## config.mk

```make
export PLATFORM = sky130hd
export DESIGN_NAME = reg_write_arbiter
export DESIGN_NICKNAME = d
export VERILOG_FILES = /design/src/rtl/reg_write_arbiter.sv
export SDC_FILE = /design/constraint.sdc
export NUM_CORES = 1
export LEC_CHECK = 0
export ABC_AREA = 1
export CAP_MARGIN = 20
export CELL_PAD_IN_SITES_DETAIL_PLACEMENT = 1
export CELL_PAD_IN_SITES_GLOBAL_PLACEMENT = 1
export CORE_UTILIZATION = 28
export DETAILED_ROUTE_END_ITERATION = 12
export GPL_ROUTABILITY_DRIVEN = 1
export HOLD_SLACK_MARGIN = 0.1
export PLACE_DENSITY_LB_ADDON = 0.3
export SYNTH_ARGS = -nofsm -noshare
export SYNTH_HDL_FRONTEND = slang
export SYNTH_SLANG_ARGS = --single-unit
```

## constraint.sdc

```tcl
create_clock -name clk -period 1.5 [get_ports clk]
set_input_delay 0.375 -clock clk [delete_from_list [all_inputs] [get_ports clk]]
set_output_delay 0.375 -clock clk [all_outputs]
set_load 0.02 [all_outputs]
```

## src/rtl/reg_write_arbiter.sv

```systemverilog
// Four-requester write arbiter that owns one shared WIDTH-bit register.
// Define ROUND_ROBIN_EN for round-robin arbitration; the default build uses fixed priority (req[0] first).
module reg_write_arbiter #(
  parameter int WIDTH = 8
) (
  input  logic               clk,
  input  logic               reset,
  input  logic [3:0]         req,
  input  logic [4*WIDTH-1:0] din,
  output logic [3:0]         gnt,
  output logic               ack,
  output logic [WIDTH-1:0]   q,
  output logic               busy,
  output logic [7:0]         wr_count,
  output logic [1:0]         dbg_state
);

  // Handshake: a requester holds req[i] high until it sees ack. The write happens on
  // the edge entering LOAD, ack is high during LOAD, and gnt stays high until req[i] drops.
  // Dropping req[i] while in GRANT aborts without writing.
  typedef enum logic [1:0] {
    ST_IDLE    = 2'd0,
    ST_GRANT   = 2'd1,
    ST_LOAD    = 2'd2,
    ST_RELEASE = 2'd3
  } state_t;

  state_t           r_state;
  state_t           w_state_nxt;
  logic [3:0]       r_gnt;
  logic [1:0]       r_winner;
  logic             r_ack;
  logic [WIDTH-1:0] r_q;
  logic [7:0]       r_count;

  logic [1:0]       w_base;
  logic [1:0]       w_win;
  logic [1:0]       w_idx;
  logic             w_load;
  logic [WIDTH-1:0] w_din_sel;

`ifdef ROUND_ROBIN_EN
  logic [1:0] r_ptr;

  assign w_base = r_ptr;

  always_ff @(posedge clk or negedge reset) begin
    if (!reset) begin
      r_ptr <= 2'd0;
    end else if (w_load) begin
      r_ptr <= r_winner + 2'd1;
    end
  end
`else
  assign w_base = 2'd0;
`endif

  // Walk the offsets from the far end so the request closest to w_base wins.
  always_comb begin
    w_win = 2'd0;
    w_idx = 2'd0;
    for (int k = 3; k >= 0; k--) begin
      w_idx = w_base + 2'(k);
      if (req[w_idx]) begin
        w_win = w_idx;
      end
    end
  end

  always_comb begin
    w_din_sel = '0;
    for (int i = 0; i < 4; i++) begin
      if (r_winner == 2'(i)) begin
        w_din_sel = din[i*WIDTH +: WIDTH];
      end
    end
  end

  assign w_load = (r_state == ST_GRANT) && req[r_winner];

  always_ff @(posedge clk or negedge reset) begin
    if (!reset) begin
      r_state <= ST_IDLE;
    end else begin
      r_state <= w_state_nxt;
    end
  end

  always_comb begin
    w_state_nxt = r_state;
    case (r_state)
      ST_IDLE:    if (|req) w_state_nxt = ST_GRANT;
      ST_GRANT:   w_state_nxt = req[r_winner] ? ST_LOAD : ST_IDLE;
      ST_LOAD:    w_state_nxt = ST_RELEASE;
      ST_RELEASE: if (!req[r_winner]) w_state_nxt = ST_IDLE;
      default:    w_state_nxt = ST_IDLE;
    endcase
  end

  always_ff @(posedge clk or negedge reset) begin
    if (!reset) begin
      r_gnt    <= 4'b0000;
      r_winner <= 2'd0;
      r_ack    <= 1'b0;
      r_q      <= '0;
      r_count  <= 8'd0;
    end else begin
      r_ack <= w_load;
      if (w_load) begin
        r_q     <= w_din_sel;
        r_count <= r_count + 8'd1;
      end
      case (r_state)
        ST_IDLE: begin
          if (|req) begin
            r_gnt    <= 4'b0001 << w_win;
            r_winner <= w_win;
          end
        end
        ST_GRANT:   if (!req[r_winner]) r_gnt <= 4'b0000;
        ST_RELEASE: if (!req[r_winner]) r_gnt <= 4'b0000;
        default: ;
      endcase
    end
  end

  assign gnt       = r_gnt;
  assign ack       = r_ack;
  assign q         = r_q;
  assign busy      = (r_state != ST_IDLE);
  assign wr_count  = r_count;
  assign dbg_state = r_state;

endmodule
```

-- Word-level counts from Yosys, hierarchy flattened
Index checks and enable logic that the tools add are counted.
- bits in registers: 25
- input bits: 38
- word-level logic and storage cells: 45
- $add $sub $neg: 1
- $lt $le $gt $ge: 1
- equality and inequality tests: 9
- shift-type cells: 1
- multiplexer cells: 17
- reduce and logical (&&, ||, !) cells: 10
- operators with widths (operator ; count):
    $mux 8 ; 4
    $mux 2 ; 7
    $add 8x1->8 const B ; 1
    $eq 2x2->1 const B ; 4
    $mux 4 ; 2
    $pmux 2 s4 ; 1
    $pmux 4 s2 ; 1
    $ne 2x2->1 const B ; 3
    $eq 2x1->1 const B ; 2
    $logic_not 2->1 ; 2
    $reduce_and 2->1 ; 2
    $reduce_bool 2->1 ; 2
    $reduce_or 4->1 ; 1
    $shl 1x2->4 const A ; 1
    $lt 2x3->1 const B ; 1
    $reduce_and 3->1 ; 1
    $bmux 1 s2 ; 1
    $reduce_or 2->1 ; 1
    $logic_and 1x1->1 ; 1
    $mux 1 ; 1

-- Depth between registers and ports, before layout
- word-level depth: 7
- gate-level depth with buffers: 10

-- Worst setup path before layout
OpenSTA, ideal clock, no wires.
- path kind: flip-flop to flip-flop
- from: reg r_count[0], in the netlist wr_count[0]
- to: reg r_count[6], in the netlist wr_count[6]
- setup time: 0.116 ns
- data arrival time: 1.162 ns
- data required time: 1.384 ns
- setup slack: 0.222 ns
- stages on the path, launching flop included: 9
- clock period less this slack: 1.278 ns
- cell sequence: dfrtp_1 > ha_1 > inv_1 > nor2_1 > nand2_1 > nand2_1 > nand2_1 > nand2_1 > nand2_1
- longest elaborated chain between the ends: 1
- ends and longest elaborated chain (item ; line ; text):
    start, declared ; 34 ; logic [7:0] r_count;
    start signal, assigned ; 111 ; r_count <= r_count + 8'd1;
    $add 8x1->8 ; 111 ;
Every way passes these cells.
A chain may end at the register's enable or synchronous reset.

==> flow_metrics.tcl <==
set metrics [dict create \
    status "finished, final reports clean" \
    period_share 0.9635 \
    viasPerCell 4.460 \
    synth_nets 249 \
    core_um2 4786 \
    clockBufferDepth 2 \
    port_buffers 61 \
    grt_max_degree 26 \
    pre_cts_slack_ns -0.1541 \
    max_cap_violations 0 \
    num-nets-final 332 \
    drt-initial-drc-count 96 \
    gp_congestion 0.7801 \
    htreeDepth 1 \
    p_clk_frac 0.115 \
    synth_area_um2 1416 \
    clock.fmax_ghz 0.6919 \
    hold_slack_ns 0.4701 \
    yosysSeqAreaShare 0.4417 \
    hold_viol_final 0 \
    tightest_slew_ns 0.5129 \
    cp-end-kind "output port" \
    cp-start-kind "register" \
    cp.required_ns 1.12 \
    cp_max_fo 3 \
    combinationalPowerShare 0.577 \
    cts.reportedPaths.clkPinSlew_ns 0.09 \
    row_count 25 \
    internal_power_uw 1954 \
    initial_core_util 0.2959 \
    ios 62 \
    wire_per_inst_um 12.05 \
    grt_pass1_vias 1636 \
    track_usage 0.1797 \
    arrival_ns 1.07 \
    grt_pass1_wl_mm 7.396 \
    synth_cells 210 \
    dr.pass1.iters 5 \
    maxSlewViolCount 0 \
    overflow 0 \
    drt.antenna.violating_nets 0 \
    cts_tree "done" \
    final_core_util 0.4729 \
    wl_mm 4.327 \
    synth.distinct_cells 18 \
    fin_total_pwr_uw 3538 \
    period_minus_slack_ns 1.445 \
    p_sw_uw 1584 \
    hold_class "in -> async" \
    die_area_um2 5347 \
    vias 1601 \
    drcViolationCount 0 \
    area_delta_synth_final_pct 59.81 \
    dp_hpwl_mm 3.277 \
    leakage_uw 0.001254 \
    yosys_register_bits 25 \
    clk_latency_ns 0.27 \
    cts_buffers 3 \
    slew_headroom 0.6568 \
    crit_type "reg -> out" \
    setup_tns_ns 0 \
    syn_avg_cell_area_um2 6.745 \
    fp.dieW_um 73.12 \
    setup_viol 0 \
    antenna_found_initial 0 \
    setup_ws_ns 0.05475 \
    drive_gt1_frac 0.1096 \
    finClkSkew_ns 0.006186 \
    fp.dieH_um 73.12 \
    ys.warnings.count 0 \
    clock_sinks 25 \
    seqPwrFrac 0.308 \
    n_fill_cell 638 \
    powerDensity_nw_per_um2 1563 \
    switching_share 0.4477 \
    peakVddDrop_v 0.0009216 \
    ctsRootBufferMaster "clkbuf_8" \
    cts_hold_buf 0 \
    diodes 0 \
    rsz0062_at_grt "false" \
]
-- metrics by stage --
stage                     cells  instance area, µm²
final                       359                2263
after floorplan             210                1416
after global placement      355                2235
after global routing        359                2263
after CTS                   359                2251
after detailed placement    355                2235
-- per-layer routing --
metal / routed length (µm) / global-route usage / vias to the layer above
met5: 0 / 0 / -
met4: 22 / 0.02614 / 0
met3: 200 / 0.03729 / 2
met2: 2237 / 0.3426 / 38
met1: 1867 / 0.2081 / 750
li1: - / - / 811
-- cell usage after synthesis --
master / count / area share
nand3b_1: 1 / 0.0053
nand2_4: 1 / 0.0079
xnor2_1: 1 / 0.0062
inv_2: 1 / 0.0026
xor2_1: 2 / 0.012
inv_4: 1 / 0.0044
nand2_2: 2 / 0.0088
buf_6: 1 / 0.0079
buf_4: 1 / 0.0053
nor2_1: 12 / 0.032
dfrtp_1: 25 / 0.44
a21oi_1: 1 / 0.0035
nand2_1: 117 / 0.31
ha_1: 1 / 0.0088
o21ai_0: 3 / 0.011
nand3_1: 10 / 0.035
nand4_1: 10 / 0.044
inv_1: 20 / 0.053
-- repair_timing --
item | in CTS | in global routing
cloned | 0 | 0
setup buffers | 0 | 0
gates resized for setup | 24 | 8
hold endpoints to repair | 0 | 0
setup endpoints to repair | 24 | 12
-- placed cells by master, fill, tap and decap left out, drive strengths merged --
cell	netlist	final
clkdlybuf4s50	0	37
nand4	10	10
o21ai	3	3
clkinv	0	1
clkbuf	0	3
a21oi	1	1
xor2	2	2
ha	1	1
dfrtp	25	25
nor2	12	12
nand3b	1	1
buf	2	19
clkdlybuf4s15	0	3
nand2	120	120
dlygate4sd2	0	21
xnor2	1	1
nand3	10	10
inv	22	22
-- logic make-up (layout without fill, tap and decap cells) --
family / after synthesis / after routing / synth area share
compound gates: 4 / 4 / 0.01413
xor+xnor: 3 / 3 / 0.01855
fa+ha+maj: 1 / 1 / 0.008833
buf+inv: 24 / 106 / 0.07332
flops: 25 / 25 / 0.4417
simple gates: 153 / 153 / 0.4435
-- critical path, cell delays in order, from the launching register on --
cell,delay (ns)
dfrtp_1,0.38
buf_4,0.14
clkdlybuf4s15_1,0.28
-- area by class of cell --
type,instances,area (µm²),area share
clock buffer,3,41.29,0.01824
sequential,25,626.9,0.2769
timing repair buffer,80,726.9,0.3212
inverter,22,85.08,0.03759
multi-input combinational,161,694.4,0.3068
tap,67,83.83,0.03704
clock inverter,1,5.005,0.002211
-- power groups by stage --
stage	Sequential (µW)	Combinational, µW	Clock (µW)
after detailed placement	1100	2200	0
after CTS	1090	2070	422
final	1090	2040	408
after global placement	1100	2170	0
after global routing	1120	2290	444
after floorplan	1380	853	0
-- state kept, by name, summed over array words and instances (netlist names), named ones only --
register / flops
gnt: 4
r_winner: 2
dbg_state: 1
wr_count: 8
ack: 1
q: 8
-- worst paths after layout --
check / start / end / slack (ns) / depth (start not counted)
max in group asynchronous: reset / r_winner[0] / 0.75 / 2
max reg2reg: wr_count[0] / wr_count[6] / 0.16 / 9
min in group clk: q[3] / q[3] / 0.49 / 2
min: reset / q[3] / 0.47 / 2
min reg2reg: q[3] / q[3] / 0.49 / 2
max: register / dbg_state[1] / 0.05 / 2
No activity file was read; power rests on OpenSTA's default activity.
==> RTL edit: new RTL, config.mk and constraints unchanged <==
Set the parameter `WIDTH` to 6 (it was 8).
--- a/src/rtl/reg_write_arbiter.sv
+++ b/src/rtl/reg_write_arbiter.sv
@@ -1,7 +1,7 @@
 // Four-requester write arbiter that owns one shared WIDTH-bit register.
 // Define ROUND_ROBIN_EN for round-robin arbitration; the default build uses fixed priority (req[0] first).
 module reg_write_arbiter #(
-  parameter int WIDTH = 8
+  parameter int WIDTH = 6
 ) (
   input  logic               clk,
   input  logic               reset,
Ports: changed (resized din and q); port bits go from 62 to 52. The function was not compared with the original's and may differ.
==> RTL edit against the unedited design <==
- total power decreased by 8.1%
- area after synthesis decreased by 9.6%
- sequential share of layout area increased by 0.93 points
- non-clock buffer count decreased by 11
- maximum frequency increased by 3.1%
- clock power decreased by 3%
- largest cell class is now multi-input combinational cells
- setup slack improved by 0.044 ns
- via count decreased by 11%
- critical path depth decreased by 1
- die area decreased by 9.4%
- highest routed layer unchanged
- wire length decreased by 11%
- sequential cell count decreased by 2
- design area decreased by 11%
==> RTL edit: results (changes against the unedited design) <==
[cells_and_area] Final #Nets 288 [-13%]
[cts] cts bufs inserted 3 [unchanged]
[place] worst setup slack before clock tree synthesis -0.241 ns [-0.0872 ns]
[power_and_ir_drop] leakage power summed over all cells 1.10 nW [-12%]
[detailed_routing] starting DRC count in detailed routing 54 [-44%]
[yosys] count of distinct cell types in the synthesized netlist 20 [+2]
[yosys] share of synthesized area occupied by flip-flops and latches 0.450 [+0.00796]
[global_routing] total routing usage reported by global routing 0.170 [-0.00934]
[worst_setup_path] largest fanout on the critical path 2 [-1]
[cells_and_area] fraction of final layout cells with drive strength greater than 1 0.113 [+0.00369]
[global_routing] maximum number of pins on one net before global-route repair 24 [-7.7%]
[power_and_ir_drop] switching power total 1.46 mW [-7.8%]
[cts] Clock transition at path regs 0.09 ns [about the same]
[cells_and_area] Fillers 554 [-13%]
[run_status] run status completed
[yosys] Post-Syn Nets 216 [-13%]
[place] HPWL after DPL 2.97 mm [-9.2%]
[place] quantity of I/O buffers inserted on ports 51 [-16%]
[global_routing] wire length of the first global-routing pass 6.68 mm [-9.7%]
[worst_setup_path] peak per-stage delay on the critical path 0.38 ns [about the same]
[detailed_routing] post-detailed-routing wire length 3.86 mm [-11%]
[yosys] most frequently used flop master after synthesis dfrtp_1
[global_routing] via count of the first global-routing pass 1502 [-8.2%]
[cts] cell chosen for the clock root clkbuf_8
[detailed_routing] via density per instance 4.61 [+3.3%]
[worst_setup_path] slowest cell on the critical path dfrtp_1
[power_and_ir_drop] maximum ir drop on the vdd rail 0.000826 V [-10%]
[hold_path] Hold WC Path Type in -> async
[sta] worst rel slew slack 0.695 [+0.0384]
[detailed_routing] Pre-Repair DR Iteration Count 4 [-1]
[place] placer's final routability congestion estimate 0.731 [-6.3%]
[cells_and_area] ant diodes 0 [unchanged]
[worst_setup_path] reg2reg start dbg_state[0]
[cts] maximum root-to-sink buffer count 2 [unchanged]
[yosys] share of async-settable or async-resettable flops after synthesis 1.00 [unchanged]
[yosys] biggest area contributors in the synthesized netlist dfrtp_1 (45%), nand2_1 (30%), inv_1 (4.4%)
[worst_setup_path] arrival time worst endpoint 1.03 ns [-0.04 ns]
[sta] final setup skew 0.00500 ns [-0.00118 ns]
[yosys] ranking of synthesized cells by instance count nand2_1 (101), dfrtp_1 (23), inv_1 (15)
[worst_setup_path] family with the most delay on the worst path flip-flops
## RTL edit: final cells by class
cell class	count	share of cell area
inverters	17	0.0380
clock inverters	1	0.00249
multi-input cells	143	0.315
clock buffers	3	0.0205
flip-flops and latches	23	0.286
well taps	52	0.0324
repair buffers	69	0.306
## RTL edit: power by group through the flow
stage	clock network (mW)	logic [mW]	registers [mW]
after floorplan	0	0.765	1.26
after global placement	0	1.90	1.02
after detailed placement	0	1.96	1.02
after CTS	0.407	1.83	1.00
after global routing	0.434	2.07	1.03
final	0.396	1.86	0.996
## RTL edit: what timing repair did
item | 4_1_cts | 5_1_grt
hold buffers | 0 | 0
setup endpoints to repair | 22 | 18
setup buffers | 0 | 1
hold endpoints to repair | 0 | 0
pin swaps | 0 | 0
resized for setup | 24 | 6
## RTL edit: logic make-up (layout without fill, tap and decap cells)
| group | count (synthesis) | in the layout | synth area share |
|---|---|---|---|
| AO/OA/AOI/OAI | 5 | 5 | 0.0195 |
| XOR/XNOR | 4 | 4 | 0.0274 |
| adder cells (fa/ha/maj) | 1 | 1 | 0.00977 |
| buffers and inverters | 19 | 90 | 0.0665 |
| flip-flops | 23 | 23 | 0.450 |
| AND/OR/NAND/NOR | 133 | 133 | 0.427 |
## RTL edit: layer usage
layer,GRT usage,part of all wire
met3,0.0378,0.033
met2,0.325,0.53
met5,0,0
met1,0.196,0.42
met4,0.0267,0.0080
## RTL edit: worst paths after layout
kind	end	slack, ns	cells after the start
hold / removal	wr_count[3]	0.45	2
setup reg to reg	wr_count[2]	0.15	6
setup / recovery	wr_count[5]	0.1	1
max in group asynchronous	q[0]	0.82	2
min in group clk	q[0]	0.49	2
hold reg to reg	q[0]	0.49	2
## RTL edit: metrics by stage
stage                     cell area [um^2]  cells
after global routing                  2010    308
after detailed placement              1960    303
final                                 2010    308
after global placement                1960    303
after CTS                             1990    307
after floorplan                       1280    185
